**src/rtl/vmac_pkg.sv**
```systemverilog
// Shared types and constants for the vector MAC accumulator.
//   prec_e      : precision tag carried alongside each multiplier product
//   result_t    : one finished dot-product result as stored in the result FIFO
//   lane_count  : number of active lanes for a given precision
package vmac_pkg;

    localparam int LANES      = 4;
    // Widest legal accumulator; the FIFO entry is sized for it so the struct
    // can live here and be shared by every ACC_W instance.
    localparam int ACC_W_MAX  = 96;
    localparam int DATA_W_MAX = LANES * ACC_W_MAX;

    typedef enum logic [1:0] {
        P8   = 2'b00,
        P16  = 2'b01,
        P32  = 2'b10,
        P32B = 2'b11
    } prec_e;

    typedef struct packed {
        logic [DATA_W_MAX-1:0] data;
        prec_e                 precision;
        logic                  sat;
    } result_t;

    function automatic int lane_count(input prec_e p);
        case (p)
            P8:      return 4;
            P16:     return 2;
            default: return 1;
        endcase
    endfunction

endpackage

```
**src/rtl/vmac_result_fifo.sv**
```systemverilog
// Two-entry synchronous FIFO holding finished results.
//   clk, rst   : clock, synchronous active-high reset
//   push       : write push_data (accepted when not full, or full with a pop)
//   push_data  : result to store
//   pop        : remove the head entry (ignored when empty)
//   head       : current head entry (registered storage, no path from push)
//   full/empty : occupancy status
module vmac_result_fifo
    import vmac_pkg::*;
#(
    parameter int DEPTH = 2
) (
    input  logic    clk,
    input  logic    rst,
    input  logic    push,
    input  result_t push_data,
    input  logic    pop,
    output result_t head,
    output logic    full,
    output logic    empty
);

    result_t    mem_q [2];
    logic       wr_ptr_q;
    logic       rd_ptr_q;
    logic [1:0] count_q;
    logic       do_push;
    logic       do_pop;

    assign empty   = (count_q == 2'd0);
    assign full    = (count_q == 2'(DEPTH));
    assign do_pop  = pop & ~empty;
    // A pop in the same cycle frees the slot being written, so a full FIFO
    // can still accept a push alongside a pop.
    assign do_push = push & (~full | do_pop);
    assign head    = mem_q[rd_ptr_q];

    always_ff @(posedge clk) begin
        if (rst) begin
            // NOTE: storage is reset here because the head feeds the outputs
            // directly and must read 0 after reset; only two entries exist.
            for (int i = 0; i < 2; i++) mem_q[i] <= '0;
            wr_ptr_q <= 1'b0;
            rd_ptr_q <= 1'b0;
            count_q  <= 2'd0;
        end else begin
            // NOTE: non-blocking assignments so every register samples the
            // pre-edge values regardless of statement order.
            if (do_push) begin
                mem_q[wr_ptr_q] <= push_data;
                wr_ptr_q        <= ~wr_ptr_q;
            end
            if (do_pop) rd_ptr_q <= ~rd_ptr_q;
            count_q <= count_q + 2'(do_push) - 2'(do_pop);
        end
    end

endmodule

```
**src/rtl/vector_mac_accumulator.sv**
```systemverilog
// Per-lane saturating dot-product accumulator behind the vector multiplier.
//   clk, rst       : clock, synchronous active-high reset
//   in_valid       : product beat valid (aligned with multiplier output)
//   in_product     : 64-bit product word
//   in_precision   : precision tag selecting the lane split
//   in_last        : final beat of the current dot-product
//   out_valid      : FIFO head holds a result
//   out_ready      : consumer accepts the head
//   out_data       : four ACC_W lane accumulators, lane0 in the LSBs
//   out_precision  : precision of the head result
//   out_sat        : some lane of the head result saturated
//   err_overflow   : sticky, a result was dropped on a full FIFO
//   err_prec       : sticky, precision changed inside a sequence
//   clr_err        : clears both sticky flags (a set in the same cycle wins)
module vector_mac_accumulator
    import vmac_pkg::*;
#(
    parameter int ACC_W      = 72,
    parameter int FIFO_DEPTH = 2
) (
    input  logic                 clk,
    input  logic                 rst,
    input  logic                 in_valid,
    input  logic [63:0]          in_product,
    input  logic [1:0]           in_precision,
    input  logic                 in_last,
    output logic                 out_valid,
    input  logic                 out_ready,
    output logic [4*ACC_W-1:0]   out_data,
    output logic [1:0]           out_precision,
    output logic                 out_sat,
    output logic                 err_overflow,
    output logic                 err_prec,
    input  logic                 clr_err
);

    localparam int SUM_W = ACC_W + 1;

    typedef enum logic {IDLE, ACCUM} state_e;

    state_e               state_q, state_d;
    prec_e                prec_q, prec_d, split_prec;
    logic [ACC_W-1:0]     acc_q [LANES];
    logic [ACC_W-1:0]     acc_d [LANES];
    logic [LANES-1:0]     sat_q, sat_d;
    logic [63:0]          lane_val [LANES];
    logic [SUM_W-1:0]     sum_w;
    logic [ACC_W-1:0]     sum_lane [LANES];
    logic [LANES*ACC_W-1:0] sum_flat;
    logic [LANES-1:0]     sum_sat, seq_sat;
    result_t              res_q, res_d;
    logic                 res_valid_q, res_valid_d;
    logic                 prec_mismatch, drop, pop;
    result_t              head;
    logic                 full, empty;

    // Mid-sequence beats are split with the latched precision even if the
    // tag has changed; the change is only flagged.
    assign split_prec    = (state_q == IDLE) ? prec_e'(in_precision) : prec_q;
    assign prec_mismatch = (state_q == ACCUM) && in_valid && (in_precision != prec_q);

    // Lane split and saturating add. A new sequence adds onto zero, which is
    // how IDLE "loads" the accumulators.
    always_comb begin
        // NOTE: every variable gets a default first so no path leaves a value
        // unassigned and infers a latch.
        sum_flat = '0;
        sum_sat  = '0;
        sum_w    = '0;
        for (int k = 0; k < LANES; k++) begin
            lane_val[k] = '0;
            if (k < lane_count(split_prec)) begin
                case (split_prec)
                    P8:      lane_val[k] = {48'b0, in_product[16*k +: 16]};
                    P16:     lane_val[k] = {32'b0, in_product[32*k +: 32]};
                    default: lane_val[k] = in_product;
                endcase
            end
            sum_w = (state_q == IDLE) ? SUM_W'(lane_val[k])
                                      : {1'b0, acc_q[k]} + SUM_W'(lane_val[k]);
            sum_sat[k]  = sum_w[ACC_W];
            sum_lane[k] = sum_w[ACC_W] ? '1 : sum_w[ACC_W-1:0];
            sum_flat[k*ACC_W +: ACC_W] = sum_lane[k];
        end
        seq_sat = ((state_q == ACCUM) ? sat_q : '0) | sum_sat;
    end

    // FSM next state and accumulator/result updates.
    always_comb begin
        state_d     = state_q;
        prec_d      = prec_q;
        acc_d       = acc_q;
        sat_d       = sat_q;
        res_d       = res_q;
        res_valid_d = 1'b0;
        if (in_valid) begin
            if (state_q == IDLE) prec_d = prec_e'(in_precision);
            acc_d = sum_lane;
            sat_d = seq_sat;
            if (in_last) begin
                res_valid_d     = 1'b1;
                res_d.data      = DATA_W_MAX'(sum_flat);
                res_d.precision = split_prec;
                res_d.sat       = |seq_sat;
                for (int k = 0; k < LANES; k++) acc_d[k] = '0;
                sat_d   = '0;
                state_d = IDLE;
            end else begin
                state_d = ACCUM;
            end
        end
    end

    always_ff @(posedge clk) begin
        if (rst) begin
            state_q     <= IDLE;
            prec_q      <= P8;
            for (int k = 0; k < LANES; k++) acc_q[k] <= '0;
            sat_q       <= '0;
            res_q       <= '0;
            res_valid_q <= 1'b0;
        end else begin
            state_q     <= state_d;
            prec_q      <= prec_d;
            acc_q       <= acc_d;
            sat_q       <= sat_d;
            res_q       <= res_d;
            res_valid_q <= res_valid_d;
        end
    end

    // The finished result is registered once before entering the FIFO, so
    // nothing at the outputs depends combinationally on the inputs.
    assign pop  = out_ready;
    assign drop = res_valid_q & full & ~(pop & ~empty);

    vmac_result_fifo #(.DEPTH(FIFO_DEPTH)) u_fifo (
        .clk       (clk),
        .rst       (rst),
        .push      (res_valid_q),
        .push_data (res_q),
        .pop       (pop),
        .head      (head),
        .full      (full),
        .empty     (empty)
    );

    always_ff @(posedge clk) begin
        if (rst) begin
            err_overflow <= 1'b0;
            err_prec     <= 1'b0;
        end else begin
            if (drop)         err_overflow <= 1'b1;
            else if (clr_err) err_overflow <= 1'b0;
            if (prec_mismatch) err_prec <= 1'b1;
            else if (clr_err)  err_prec <= 1'b0;
        end
    end

    assign out_valid     = ~empty;
    assign out_data      = head.data[LANES*ACC_W-1:0];
    assign out_precision = head.precision;
    assign out_sat       = head.sat;

    if (LANES * ACC_W < DATA_W_MAX) begin : g_unused_hi
        logic unused_hi;
        assign unused_hi = ^head.data[DATA_W_MAX-1:LANES*ACC_W];
    end

endmodule

```
**config.mk**
```make
export PLATFORM = sky130hd
export DESIGN_NAME = vector_mac_accumulator
export DESIGN_NICKNAME = d
export VERILOG_FILES = /design/src/rtl/vmac_pkg.sv /design/src/rtl/vmac_result_fifo.sv /design/src/rtl/vector_mac_accumulator.sv
export SDC_FILE = /design/constraint.sdc
export NUM_CORES = 2
export LEC_CHECK = 0
export ABC_AREA = 1
export CORE_ASPECT_RATIO = 0.8
export CORE_MARGIN = 2
export CORE_UTILIZATION = 45
export DETAILED_ROUTE_END_ITERATION = 12
export DONT_BUFFER_PORTS = 1
export GPL_TIMING_DRIVEN = 0
export PLACE_DENSITY = 0.61
export SYNTH_ARGS = -nofsm -noshare
export SYNTH_HDL_FRONTEND = slang
export SYNTH_HIERARCHICAL = 1
export SYNTH_SLANG_ARGS = --single-unit
```
**constraint.sdc**
```tcl
create_clock -name clk -period 16.65 [get_ports clk]
set_clock_uncertainty 0.2 [all_clocks]
set_input_delay 2.4975 -clock clk [delete_from_list [all_inputs] [get_ports clk]]
set_output_delay 2.4975 -clock clk [all_outputs]
set_load 0.02 [all_outputs]
```
---- Word-level counts from Yosys, hierarchy flattened ----
Memories as Yosys holds them, arrays and structs flattened. A register that Yosys moved wholly into a read port is not among the register bits.
Index checks and enable logic that the tools add are counted.
W data, S select, Z words.
storage, ports and cells
  memories kept ........................... 1
  logic and storage cells ................. 88
  bits in writable memories ............... 582
  output and inout bits ................... 294
  input port bits ......................... 72
  register bits after elaboration ......... 593
cells by class
  multiplexer cells ....................... 36
  magnitude comparators ................... 4
  add/sub/neg operators ................... 6
  bitwise logic cells ..................... 12
  reduce and logical (&&, ||, !) cells .... 10
  eq/ne operators ......................... 3
memories
  name          depth  bits a word  rd ports  clocked after Yosys merged registers in  write ports  line                    source
  u_fifo.mem_q  2      291          1         1                                        2            vmac_result_fifo.sv:23  result_t mem_q [2];
operator list
  cell                   number
  $pmux W64 S2           4
  $add A72 B64 Y73       4
  $mux W73               4
  $mux W291              1
  $reduce_or A291 Y1     1
  $mux W288              1
  $mux W72               4
  $mux W64               4
  $lt A3 B32 Y1 const A  2
  $lt A1 B32 Y1 const A  1
  $lt A2 B32 Y1 const A  1
  $mux W1                14
  $mux W4                2
  $not A1 Y1             6
  $pmux W3 S2            1
  $and A1 B1 Y1          4
  $logic_not A2 Y1       2
  $or A4 B4 Y4           1
  $reduce_bool A2 Y1     2
  $reduce_or A4 Y1       1
  $add A2 B1 Y2          1
  $eq A2 B1 Y1 const B   1
  $eq A2 B2 Y1 const B   1
  $logic_and A1 B1 Y1    2
  6 further kinds        6

---- Depth between registers and ports, before layout ----
  depth after elaboration ................. 10
  depth in mapped cells ................... 29

---- By module ----
The synthesis kept the hierarchy.
by module, submodules not included
  module                  seq. area each (um2)  instances  area an instance (um2)  cells an instance
  vector_mac_accumulator  11791.3               1          48086.1                 8460
  vmac_result_fifo        23342.4               1          32982.9                 2493

---- Worst setup path before layout ----
Ideal clock, no wire load.
  path type ............................... input to register
  from .................................... input out_ready
  to ...................................... memory u_fifo/mem_q[1][0] (netlist bit), enable pin
  path slack .............................. 4.227 ns
  arrival time ............................ 11.453 ns
  stages .................................. 7
  data required time ...................... 15.681 ns
  path through ............................ inv_1 nand2_2 nand4_1 buf_4 buf_4 buf_4 nand2_1
RTL lines
  item             line                          source
  start, declared  vector_mac_accumulator.sv:28  input logic out_ready,
  end, declared    vmac_result_fifo.sv:23

---- Final worst setup path ----
  from .................................... input in_precision[1]
  to ...................................... register acc_q[60] (netlist bit)
on the way
  longest elaborated chain between the ends .. 9
RTL lines
  item                                              line                                          source
  start, declared                                   vector_mac_accumulator.sv:25                  input logic [1:0] in_precision,
  $mux W2 *                                         --
  $eq A2 B1 Y1 or $logic_not A2 Y1 (tied branches)  vmac_pkg.sv:27, vector_mac_accumulator.sv:73
  $pmux W3 S2                                       vmac_pkg.sv:27                                case (p)
  $lt A3 B32 Y1                                     vector_mac_accumulator.sv:72                  if (k < lane_count(split_prec)) begin
  $mux W64 *                                        vector_mac_accumulator.sv:72
  $add A72 B64 Y73                                  vector_mac_accumulator.sv:80                  : {1'b0, acc_q[k]} + SUM_W'(lane_val[k]);
  $mux W73 *                                        vector_mac_accumulator.sv:79                  sum_w = (state_q == IDLE) ? SUM_W'(lane_val[k])
  $mux W72 *                                        vector_mac_accumulator.sv:82                  sum_lane[k] = sum_w[ACC_W] ? '1 : sum_w[ACC_W-1:0];
  $mux W288 *                                       vector_mac_accumulator.sv:100                 if (in_last) begin
  end signal, assigned                              vector_mac_accumulator.sv:125                 acc_q <= acc_d;
  end, declared                                     vector_mac_accumulator.sv:43                  logic [ACC_W-1:0] acc_q [LANES];
Mark *: on every way between the ends. The rest lies on a longest branch, timed or not.
A chain may end at the register's enable or synchronous reset.

==> impl_metrics.toml <==
[run_status]
status = "completed"

[setup_path]
cp.arrival_ns = 7.38
reg2reg_to = "res_q[158]"
crit_end = "acc_q[60]"
critPathMaxFanout = 10
startpoint = "in_precision[1]"
reg2reg_slack_ns = 10.67
r2r_cells = 27
worstSetupPathType = "in2reg"
crit_slowest_cell = "a21oi_4"
worst_setup_path_start_kind = "input pin"
r2r-start = "state_q"
cp-end-kind = "flip-flop"
worstPathRequired_ns = 17.07
path_cells = "nand2_2 > inv_2 > a21oi_4 > inv_2 > nor2_4 > inv_2 > buf_2 > clkbuf_1 > nor2_1 > ha_1 > fa_1 > nand2_1 > nand2_1 > nand3_1 > nand2_1 > a21oi_1 > o21ai_0 > nand2_1 > nand3_1 > nand3_1 > nand3_1 > a21oi_1"
slowest_delay_ns = 0.67

[sta]
fin_ws_ns = 9.69
fin_setup_tns_ns = 0
setup_viol = 0
report.final.slew_viol_count = 0
hold_violations = 0
period_needed_ns = 6.96
worst_pin_slew_ns = 1.48
timing.fmax_mhz = 144
rsz0062_at_grt = "false"
fin_crit_sh = 0.418
relSlewSlack = 0.0162

[clock_network]
ctsRootBufferMaster = "clkbuf_16"
post_cts_resized = 0
h-tree-depth = 3
cts.sinks = 1176
cts_buffer_depth = 3
cts_hold_buf = 0
clkLatencyLatePin_ns = 0.81
cts_buffers = 120
clk_pin_slew_ns = 0.06
cts_tree = "done"
post_cts_buffers = 0

[grt]
grt_pass1_wl_um = 411000
overflow = 0
grt_usage = 0.336
grt_pass1_vias = 62417
antenna_found_initial = 17
grt_max_degree = 66

[route]
dr.pass1.iters = 6
via_count = 68260
drt_iter0_drc = 7693
drt-total-wl_um = 285000
ant_nets = 0
drcViolationCount = 0
vias_per_cell = 5.30
wl_per_cell_um = 22.2

[hold_path]
hold_path.class = "reg2reg"
hp-start = "res_q[52]"

[final_layout]
nets = 10945
drive_gt1_frac = 0.0812
syn_to_final_growth_pct = 10.3
design_area_um2 = 80500

[die]
start_util = 0.452
die_area_um2 = 166000
fp.dieW_um = 454
core_um2 = 162000
pin_count = 366
num_rows = 132
die_y_um = 364

[place]
place_congestion = 1.05
port_buffers = 0
post-dp-hpwl_um = 231000
placed_area_um2 = 76500
place_ws_ns = 9.03

[synthesis]
synthesis.area_um2 = 73000
ys_warn_count = 6
netlist_instances = 10353
avgSynthCellArea_um2 = 7.05

[power]
p_total_w = 0.00723
ir_drop_mv = 0.0870
p_leak_nw = 36.6
p_per_area_nw_per_um2 = 89.8

[job]
maxCapViolCount = 0
routing by layer:
layer / track usage / share of wire / vias to the layer above
met4: 0.103 / 0.033 / 0
met2: 0.491 / 0.41 / 2617
li1: - / - / 33015
met1: 0.496 / 0.46 / 32291
met5: 0 / 0 / -
met3: 0.0628 / 0.091 / 337
state kept, by name, indices dropped and copies added (netlist names), named ones only:
register         count
res_q              291
state_q              1
u_fifo/wr_ptr_q      1
u_fifo/count_q       2
acc_q              288
err_prec             1
sat_q                4
u_fifo/rd_ptr_q      1
res_valid_q          1
u_fifo/mem_q       582
err_overflow         1
prec_q               2
stage by stage:
step | std cells | hold slack (ns) | util
detailed placement | 12634 | 0.240 | 0.473
global placement | 12624 | 0.236 | 0.472
global route | 12863 | 0.264 | 0.498
floorplan | 10480 | 0.226 | -
CTS | 12861 | 0.253 | 0.498
finish | 12874 | 0.249 | 0.499
worst max-delay path, delay by kind of cell:
family,cells,cell delay (ns)
compound gates,4,1.51
buf+inv,5,0.91
simple gates,11,1.83
fa+ha+maj,2,0.62
cells in the final DEF (no fill, tap or decap), types with 77 or more instances in the layout:
cell type	instances
ha_1	257
clkbuf_16	122
nand3_1	629
inv_1	1539
a21oi_1	584
nand2_1	3377
clkbuf_1	183
o21ai_0	191
buf_2	94
mux2_2	291
nor2_1	1303
edfxtp_1	582
dfxtp_1	594
xnor2_1	77
conb_1	128
power breakdown:
group / internal (W) / switching [W] / leakage, nW / total (W)
logic: 0.000348 / 0.000905 / 23.8 / 0.00125
registers: 0.00313 / 0.0000398 / 10.8 / 0.00317
clock network: 0.00159 / 0.00123 / 1.96 / 0.00281
total: 0.00506 / 0.00217 / 36.6 / 0.00723
area by class of cell:
| type | count | area, um^2 |
|---|---|---|
| Timing Repair Buffer | 10 | 275 |
| Sequential cell | 1176 | 29400 |
| Buffer | 361 | 1820 |
| Inverter | 1555 | 5840 |
| Clock buffer | 157 | 3280 |
| Antenna cell | 13 | 32.5 |
| Fill cell | 16621 | 81000 |
| Tap cell | 2144 | 2680 |
| Clock inverter | 70 | 746 |
| Multi-Input combinational cell | 7388 | 36500 |
how the worst min path moves through the flow:
stage                      end  cells past startpoint
finish               res_q[52]                      2
global route         res_q[46]                      2
CTS                  res_q[52]                      2
detailed placement  res_q[107]                      2
global placement    res_q[235]                      2
floorplan           res_q[194]                      2
(Power assumes the default switching activity.)
